==> config.mk <==
export PLATFORM = sky130hd
export DESIGN_NAME = tetris_line_clearer
export DESIGN_NICKNAME = d
export VERILOG_FILES = /design/src/rtl/tetris_grid_pkg.sv /design/src/rtl/grid_cell_addr_gen.sv /design/src/rtl/tetris_line_clearer.sv
export SDC_FILE = /design/constraint.sdc
export NUM_CORES = 1
export LEC_CHECK = 0
export BUFFER_PORTS_ARGS = -buffer_cell sky130_fd_sc_hd__clkbuf_2
export CORE_UTILIZATION = 45
export DETAILED_ROUTE_END_ITERATION = 6
export GPL_ROUTABILITY_DRIVEN = 0
export PLACE_DENSITY = 0.6
export SYNTH_ARGS = -nofsm -noshare
export SYNTH_HDL_FRONTEND = slang
export SYNTH_SLANG_ARGS = --single-unit
==> constraint.sdc <==
create_clock -name clk -period 3.2 [get_ports clk]
set_input_delay 0.48 -clock clk [delete_from_list [all_inputs] [get_ports clk]]
set_output_delay 0.48 -clock clk [all_outputs]
set_load 0.01 [all_outputs]
==> src/rtl/tetris_grid_pkg.sv <==
// Grid geometry, sequencer encodings and the row/col -> RAM address helper
// shared by the line clearer and its address generator.
package tetris_grid_pkg;

  localparam int COLS   = 12;
  localparam int ROWS   = 20;
  localparam int DATA_W = 8;
  localparam int ADDR_W = 8;
  localparam int ROW_W  = $clog2(ROWS);
  localparam int COL_W  = $clog2(COLS);

  localparam logic [DATA_W-1:0] EMPTY_CELL = {DATA_W{1'b0}};
  localparam logic [ROW_W-1:0]  TOP_ROW    = {ROW_W{1'b0}};
  localparam logic [ROW_W-1:0]  BOTTOM_ROW = ROW_W'(ROWS - 1);
  localparam logic [COL_W-1:0]  FIRST_COL  = COL_W'(1);
  localparam logic [COL_W-1:0]  LAST_COL   = COL_W'(COLS - 2);

  typedef enum logic [2:0] {
    ST_IDLE      = 3'd0,
    ST_SCAN      = 3'd1,
    ST_SHIFT     = 3'd2,
    ST_CLEAR_TOP = 3'd3,
    ST_DONE      = 3'd4
  } state_e;

  // Sub-steps of one cell access: address on the bus, data back, optional write.
  typedef enum logic [1:0] {
    PH_ISSUE  = 2'd0,
    PH_SAMPLE = 2'd1,
    PH_WRITE  = 2'd2
  } phase_e;

  function automatic logic [ADDR_W-1:0] cell_addr(input logic [ROW_W-1:0] row,
                                                  input logic [COL_W-1:0] col);
    return ADDR_W'(row) * ADDR_W'(COLS) + ADDR_W'(col);
  endfunction

endpackage

==> src/rtl/grid_cell_addr_gen.sv <==
// Interior column counter plus row/col -> grid address mapping, with flags for
// the last interior column and the top row.
module grid_cell_addr_gen
  import tetris_grid_pkg::*;
(
  input  logic              clk,
  input  logic              rst,
  input  logic              col_clr_i,
  input  logic              col_inc_i,
  input  logic [ROW_W-1:0]  row_i,
  output logic [COL_W-1:0]  col_o,
  output logic [ADDR_W-1:0] addr_o,
  output logic              last_col_o,
  output logic              first_row_o
);

  logic [COL_W-1:0] col_d;
  logic [COL_W-1:0] col_q;

  // Clear wins over increment so a row change always restarts at column 1.
  always_comb begin
    col_d = col_q;
    if (col_clr_i) begin
      col_d = FIRST_COL;
    end else if (col_inc_i) begin
      col_d = col_q + COL_W'(1);
    end else begin
      col_d = col_q;
    end
  end

  always_ff @(posedge clk) begin
    if (rst) begin
      col_q <= FIRST_COL;
    end else begin
      col_q <= col_d;
    end
  end

  assign col_o       = col_q;
  assign addr_o      = cell_addr(row_i, col_q);
  assign last_col_o  = (col_q == LAST_COL);
  assign first_row_o = (row_i == TOP_ROW);

endmodule

==> src/rtl/tetris_line_clearer.sv <==
// Finds full rows in the grid RAM (port A), removes them and drops the rows above.
// Optional LINE_CLEARER_COUNT_EN adds the 'lines' removed-row count output.
module tetris_line_clearer
  import tetris_grid_pkg::*;
(
  input  logic              clk,
  input  logic              rst,
  input  logic              en,
  input  logic [DATA_W-1:0] data_in,
  output logic              cleared,
  output logic              we,
  output logic [ADDR_W-1:0] addr,
  output logic [DATA_W-1:0] data_out
`ifdef LINE_CLEARER_COUNT_EN
  ,
  output logic [4:0]        lines
`endif
);

  state_e            state_q;
  phase_e            phase_q;
  logic [ROW_W-1:0]  r_q;
  logic [ROW_W-1:0]  s_q;
  logic [ADDR_W-1:0] addr_q;
  logic [DATA_W-1:0] data_out_q;
  logic              we_q;
  logic              cleared_q;
`ifdef LINE_CLEARER_COUNT_EN
  logic [4:0]        lines_q;
`endif

  logic              col_clr_s;
  logic              col_inc_s;
  logic [ROW_W-1:0]  gen_row_s;
  logic [COL_W-1:0]  col_s;
  logic [ADDR_W-1:0] gen_addr_s;
  logic              last_col_s;
  logic              first_row_s;

  grid_cell_addr_gen u_addr_gen (
    .clk         (clk),
    .rst         (rst),
    .col_clr_i   (col_clr_s),
    .col_inc_i   (col_inc_s),
    .row_i       (gen_row_s),
    .col_o       (col_s),
    .addr_o      (gen_addr_s),
    .last_col_o  (last_col_s),
    .first_row_o (first_row_s)
  );

  // Row the address generator works on: destination row while shifting.
  always_comb begin
    case (state_q)
      ST_SHIFT:     gen_row_s = s_q;
      ST_CLEAR_TOP: gen_row_s = TOP_ROW;
      default:      gen_row_s = r_q;
    endcase
  end

  // Column stepping mirrors the points where the FSM finishes with one cell.
  always_comb begin
    col_clr_s = 1'b0;
    col_inc_s = 1'b0;
    case (state_q)
      ST_IDLE: col_clr_s = 1'b1;
      ST_SCAN: begin
        if (phase_q == PH_SAMPLE) begin
          if ((data_in == EMPTY_CELL) || last_col_s) begin
            col_clr_s = 1'b1;
          end else begin
            col_inc_s = 1'b1;
          end
        end else begin
          col_clr_s = 1'b0;
        end
      end
      ST_SHIFT: begin
        if (phase_q == PH_WRITE) begin
          col_clr_s = last_col_s;
          col_inc_s = !last_col_s;
        end else begin
          col_clr_s = 1'b0;
        end
      end
      ST_CLEAR_TOP: begin
        col_clr_s = last_col_s;
        col_inc_s = !last_col_s;
      end
      default: col_clr_s = 1'b1;
    endcase
  end

  // Sequencer: addr is loaded one cycle ahead so each read costs issue + sample.
  always_ff @(posedge clk) begin
    if (rst) begin
      state_q    <= ST_IDLE;
      phase_q    <= PH_ISSUE;
      r_q        <= BOTTOM_ROW;
      s_q        <= BOTTOM_ROW;
      addr_q     <= {ADDR_W{1'b0}};
      data_out_q <= EMPTY_CELL;
      we_q       <= 1'b0;
      cleared_q  <= 1'b0;
`ifdef LINE_CLEARER_COUNT_EN
      lines_q    <= 5'd0;
`endif
    end else begin
      case (state_q)
        ST_IDLE: begin
          we_q      <= 1'b0;
          cleared_q <= 1'b0;
          if (en) begin
            state_q <= ST_SCAN;
            phase_q <= PH_ISSUE;
            r_q     <= BOTTOM_ROW;
            addr_q  <= cell_addr(BOTTOM_ROW, FIRST_COL);
`ifdef LINE_CLEARER_COUNT_EN
            lines_q <= 5'd0;
`endif
          end else begin
            state_q <= ST_IDLE;
          end
        end

        ST_SCAN: begin
          if (phase_q == PH_ISSUE) begin
            phase_q <= PH_SAMPLE;
          end else if (data_in == EMPTY_CELL) begin
            phase_q <= PH_ISSUE;
            if (first_row_s) begin
              state_q   <= ST_DONE;
              cleared_q <= 1'b1;
            end else begin
              r_q    <= r_q - ROW_W'(1);
              addr_q <= cell_addr(r_q - ROW_W'(1), FIRST_COL);
            end
          end else if (!last_col_s) begin
            phase_q <= PH_ISSUE;
            addr_q  <= cell_addr(r_q, col_s + COL_W'(1));
          end else begin
            phase_q <= PH_ISSUE;
`ifdef LINE_CLEARER_COUNT_EN
            lines_q <= lines_q + 5'd1;
`endif
            if (first_row_s) begin
              state_q    <= ST_CLEAR_TOP;
              addr_q     <= cell_addr(TOP_ROW, FIRST_COL);
              data_out_q <= EMPTY_CELL;
              we_q       <= 1'b1;
            end else begin
              state_q <= ST_SHIFT;
              s_q     <= r_q;
              addr_q  <= cell_addr(r_q - ROW_W'(1), FIRST_COL);
            end
          end
        end

        ST_SHIFT: begin
          case (phase_q)
            PH_ISSUE: phase_q <= PH_SAMPLE;
            PH_SAMPLE: begin
              addr_q     <= gen_addr_s;
              data_out_q <= data_in;
              we_q       <= 1'b1;
              phase_q    <= PH_WRITE;
            end
            PH_WRITE: begin
              phase_q <= PH_ISSUE;
              if (!last_col_s) begin
                we_q   <= 1'b0;
                addr_q <= cell_addr(s_q - ROW_W'(1), col_s + COL_W'(1));
              end else if (s_q == ROW_W'(1)) begin
                // Row 1 was the last destination; the top row is blanked next.
                s_q        <= TOP_ROW;
                state_q    <= ST_CLEAR_TOP;
                addr_q     <= cell_addr(TOP_ROW, FIRST_COL);
                data_out_q <= EMPTY_CELL;
                we_q       <= 1'b1;
              end else begin
                we_q   <= 1'b0;
                s_q    <= s_q - ROW_W'(1);
                addr_q <= cell_addr(s_q - ROW_W'(2), FIRST_COL);
              end
            end
            default: phase_q <= PH_ISSUE;
          endcase
        end

        ST_CLEAR_TOP: begin
          if (!last_col_s) begin
            addr_q <= cell_addr(TOP_ROW, col_s + COL_W'(1));
          end else begin
            // Rescan the same row: whatever dropped into it may be full too.
            we_q    <= 1'b0;
            state_q <= ST_SCAN;
            phase_q <= PH_ISSUE;
            addr_q  <= cell_addr(r_q, FIRST_COL);
          end
        end

        ST_DONE: begin
          we_q <= 1'b0;
          if (!en) begin
            state_q   <= ST_IDLE;
            cleared_q <= 1'b0;
          end else begin
            cleared_q <= 1'b1;
          end
        end

        default: begin
          state_q   <= ST_IDLE;
          phase_q   <= PH_ISSUE;
          we_q      <= 1'b0;
          cleared_q <= 1'b0;
        end
      endcase
    end
  end

  assign cleared  = cleared_q;
  assign we       = we_q;
  assign addr     = addr_q;
  assign data_out = data_out_q;
`ifdef LINE_CLEARER_COUNT_EN
  assign lines    = lines_q;
`endif

endmodule

==> reports/results.tsv <==
stage	metric	value	unit
sta	maxSlewViolCount	0	
clock_network	cts_tree	built	
clock_network	clockBufferDepth	2	
detailed_routing	route.vias.total	3490	
setup_path	crit_required	3.39	ns
clock_network	clk_pin_slew	0.09	ns
setup_path	critPathLaunchType	flip-flop	
global_routing	grt_max_degree	26	
final_layout	area_growth_syn_to_layout	13.2	%
min_path	min_path_type	in2reg	
global_routing	grt_pass1_vias	3240	
final_layout	post_route_cells_drive_above_1_share	13.6	%
pwr	seqPwrFrac	25.0	%
die	die_area	8390	um^2
final_layout	final_common_cell	a21oi_1	
logic_synthesis	yosysTopAreaCell	dfxtp_1	
logic_synthesis	synth_edf_count	0	
setup_path	worstSetupStartpoint	state_q[2]	
clock_network	cts_buffers	5	
logic_synthesis	ys.flop_type	dfxtp_1	
placed_design	port_buffers	28	
final_layout	final_cell_mix	43 x a21oi_1, 41 x nand2_1, 38 x ha_1	
pwr	power_leakage	1.84	nW
sta	tightest_slew	0.768	ns
final_layout	nFillCells	783	
sta	hold_viol	0	
detailed_routing	antenna_left	0	
logic_synthesis	synthTopCellsByArea	dfxtp_1 20%, ha_1 13%, a21oi_1 6.0%	
die	die_h	91.6	um
logic_synthesis	async_flop_share	0	%
sta	rsz0062_at_grt	no	
pwr	p_comb_share	53.1	%
die	ioPinCount	29	
die	core	7730	um^2
setup_path	crit_path_end_kind	flip-flop	
global_routing	grt_pass1_wl	16700	um
logic_synthesis	syn_avg_cell_area	7.80	um^2
sta	period_needed	2.89	ns
clock_network	cts-hold-fix-buffers	0	
run_status	status	finished, final reports clean	
sta	relSlewSlack	48.8	%
logic_synthesis	ys_warn_count	0	
detailed_routing	dr.pass1.iters	6	
setup_path	critPathMaxFanout	9	
global_routing	overflow	0	
detailed_routing	drt_iter0_drc	278	
sta	min_period_over_period	90.4	%
setup_path	critical_path_class	reg2reg	
global_routing	grt_antenna_before_repair	0	
clock_network	cts.sinks	37	
min_path	hp-start	data_in[5]	
logic_synthesis	synth_cell_types	62	
clock_network	clock_latency	0.30	ns
logic_synthesis	synth_top_area_share	20.5	%
detailed_routing	wire_per_inst	16.8	um
logic_synthesis	ys_seq_area_share	20.5	%
pwr	p_per_area	564	nW/um^2
setup_path	cp_data_arrival_time	3.08	ns
logic_synthesis	syn-num-nets	519	
clock_network	clock-root-buffer	clkbuf_8	
sta	clock_skew	0.0139	ns
detailed_routing	drc	0	
final_layout	antenna_cells	0	
pwr	p_int	1.33	mW
final_layout	fin_nets	555	
logic_synthesis	syn_inst	463	
pwr	netSwitchingFraction	42.4	%
run	max_cap_viol_count	0	
logic_synthesis	synth_area	3610	um^2
die	initial_core_util	46.8	%
pwr	peakVddDrop	0.391	mV
placed_design	hpwlAfterDp	7780	um
die	fp-row-count	32	
pwr	p_sw	978	uW
clock_network	h-tree-depth	2	
sta	fin_setup_tns	0	ns
pwr	clkPwrFrac	21.9	%
setup_path	worstReg2RegStart	state_q[2]	
detailed_routing	routed_via_density	5.80	
detailed_routing	wirelength	10100	um
die	die_w	91.6	um
logic_synthesis	ys_ff_latch	37	
final_layout	postLayoutCoreUtil	52.9	%
setup_path	r2r_slack	0.31	ns
sta	timing.fmax	346	MHz
global_routing	grt_usage	25.1	%
sta	finalSetupViolations	0	
==> power groups by stage <==
stage / Clock, mW / Combinational, mW / Sequential [mW]
6_report: 0.505 / 1.23 / 0.576
3_5_place_dp: 0 / 1.20 / 0.588
2_1_floorplan: 0 / 0.800 / 0.604
3_3_place_gp: 0 / 1.19 / 0.585
4_1_cts: 0.513 / 1.21 / 0.577
5_1_grt: 0.526 / 1.35 / 0.586
==> final timing paths <==
kind,cells past startpoint,end
worst min register to register,2,data_out[1]
worst min-delay path,3,data_out[5]
worst max register to register,11,addr[7]
worst max-delay path,11,addr[7]
==> cell type report <==
| cell class | instances | area, um^2 | share of cell area, % |
|---|---|---|---|
| Multi-Input combinational cell | 377 | 2680 | 65.4 |
| Sequential cell | 37 | 742 | 18.1 |
| Timing Repair Buffer | 50 | 305 | 7.46 |
| Tap cell | 102 | 128 | 3.12 |
| Inverter | 28 | 105 | 2.57 |
| Clock buffer | 5 | 68.8 | 1.68 |
| Clock inverter | 3 | 65.1 | 1.59 |
==> through the flow <==
stage          hold slack (ns)  area (um^2)  total power, mW  setup slack (ns)  std cells
2_1_floorplan            0.470         3610             1.40             0.312        463
3_3_place_gp             0.454         3940             1.78             0.360        592
3_5_place_dp             0.463         3940             1.79             0.278        592
4_1_cts                  0.429         4070             2.30             0.240        600
5_1_grt                  0.443         4090             2.46           0.00589        602
6_report                 0.434         4090             2.31             0.307        602
==> cells in the mapped netlist, types with 10 or more instances <==
library cell / count
a21o_1: 13
nand3_1: 23
o211ai_1: 10
nand2_1: 41
xnor2_1: 19
nand2b_1: 16
nor2_1: 26
clkbuf_1: 11
ha_1: 38
a21oi_1: 43
nor3_1: 10
xor2_1: 19
inv_1: 27
o21ai_0: 28
dfxtp_1: 37
==> kinds of logic after synthesis <==
kind of cell	share of synthesized area (%)
XOR/XNOR	9.21
adder cells (fa/ha/maj)	17.0
multiplexers	1.11
AO/OA/AOI/OAI	24.2
flip-flops	20.5
AND/OR/NAND/NOR	22.5
buffers and inverters	5.44
==> registers in the layout (all words and copies together) (netlist names) <==
register and flops:
we 1, s_q 5, r_q 5, u_addr_gen.col_o 4, cleared 1, phase_q 2
state_q 3, data_out 8, addr 8
==> critical path: stages (launching register included) <==
cell	delay, ns
dfxtp_1	0.31
nand2b_1	0.26
nand2_1	0.12
o21ai_0	0.12
buf_4	0.18
ha_1	0.20
fa_1	0.54
nand2_1	0.10
nor4_1	0.29
xor2_1	0.10
a2111oi_0	0.42
a31oi_1	0.13
==> per-layer routing <==
layer	part of all wire (%)	global-route usage, %	vias up	routed length, um
met5	0	0	-	0
met4	1.3	5.95	0	133
met3	5.6	4.15	16	571
met2	45	38.5	101	4510
met1	48	36.3	1640	4890
li1	-	-	1733	-
==> repair_timing <==
item / in CTS / in global routing
buffers inserted: 0 / 2
gates resized for setup: 0 / 2
endpoints found under the setup margin: 0 / 1
Power figures use the tool's default switching activity.
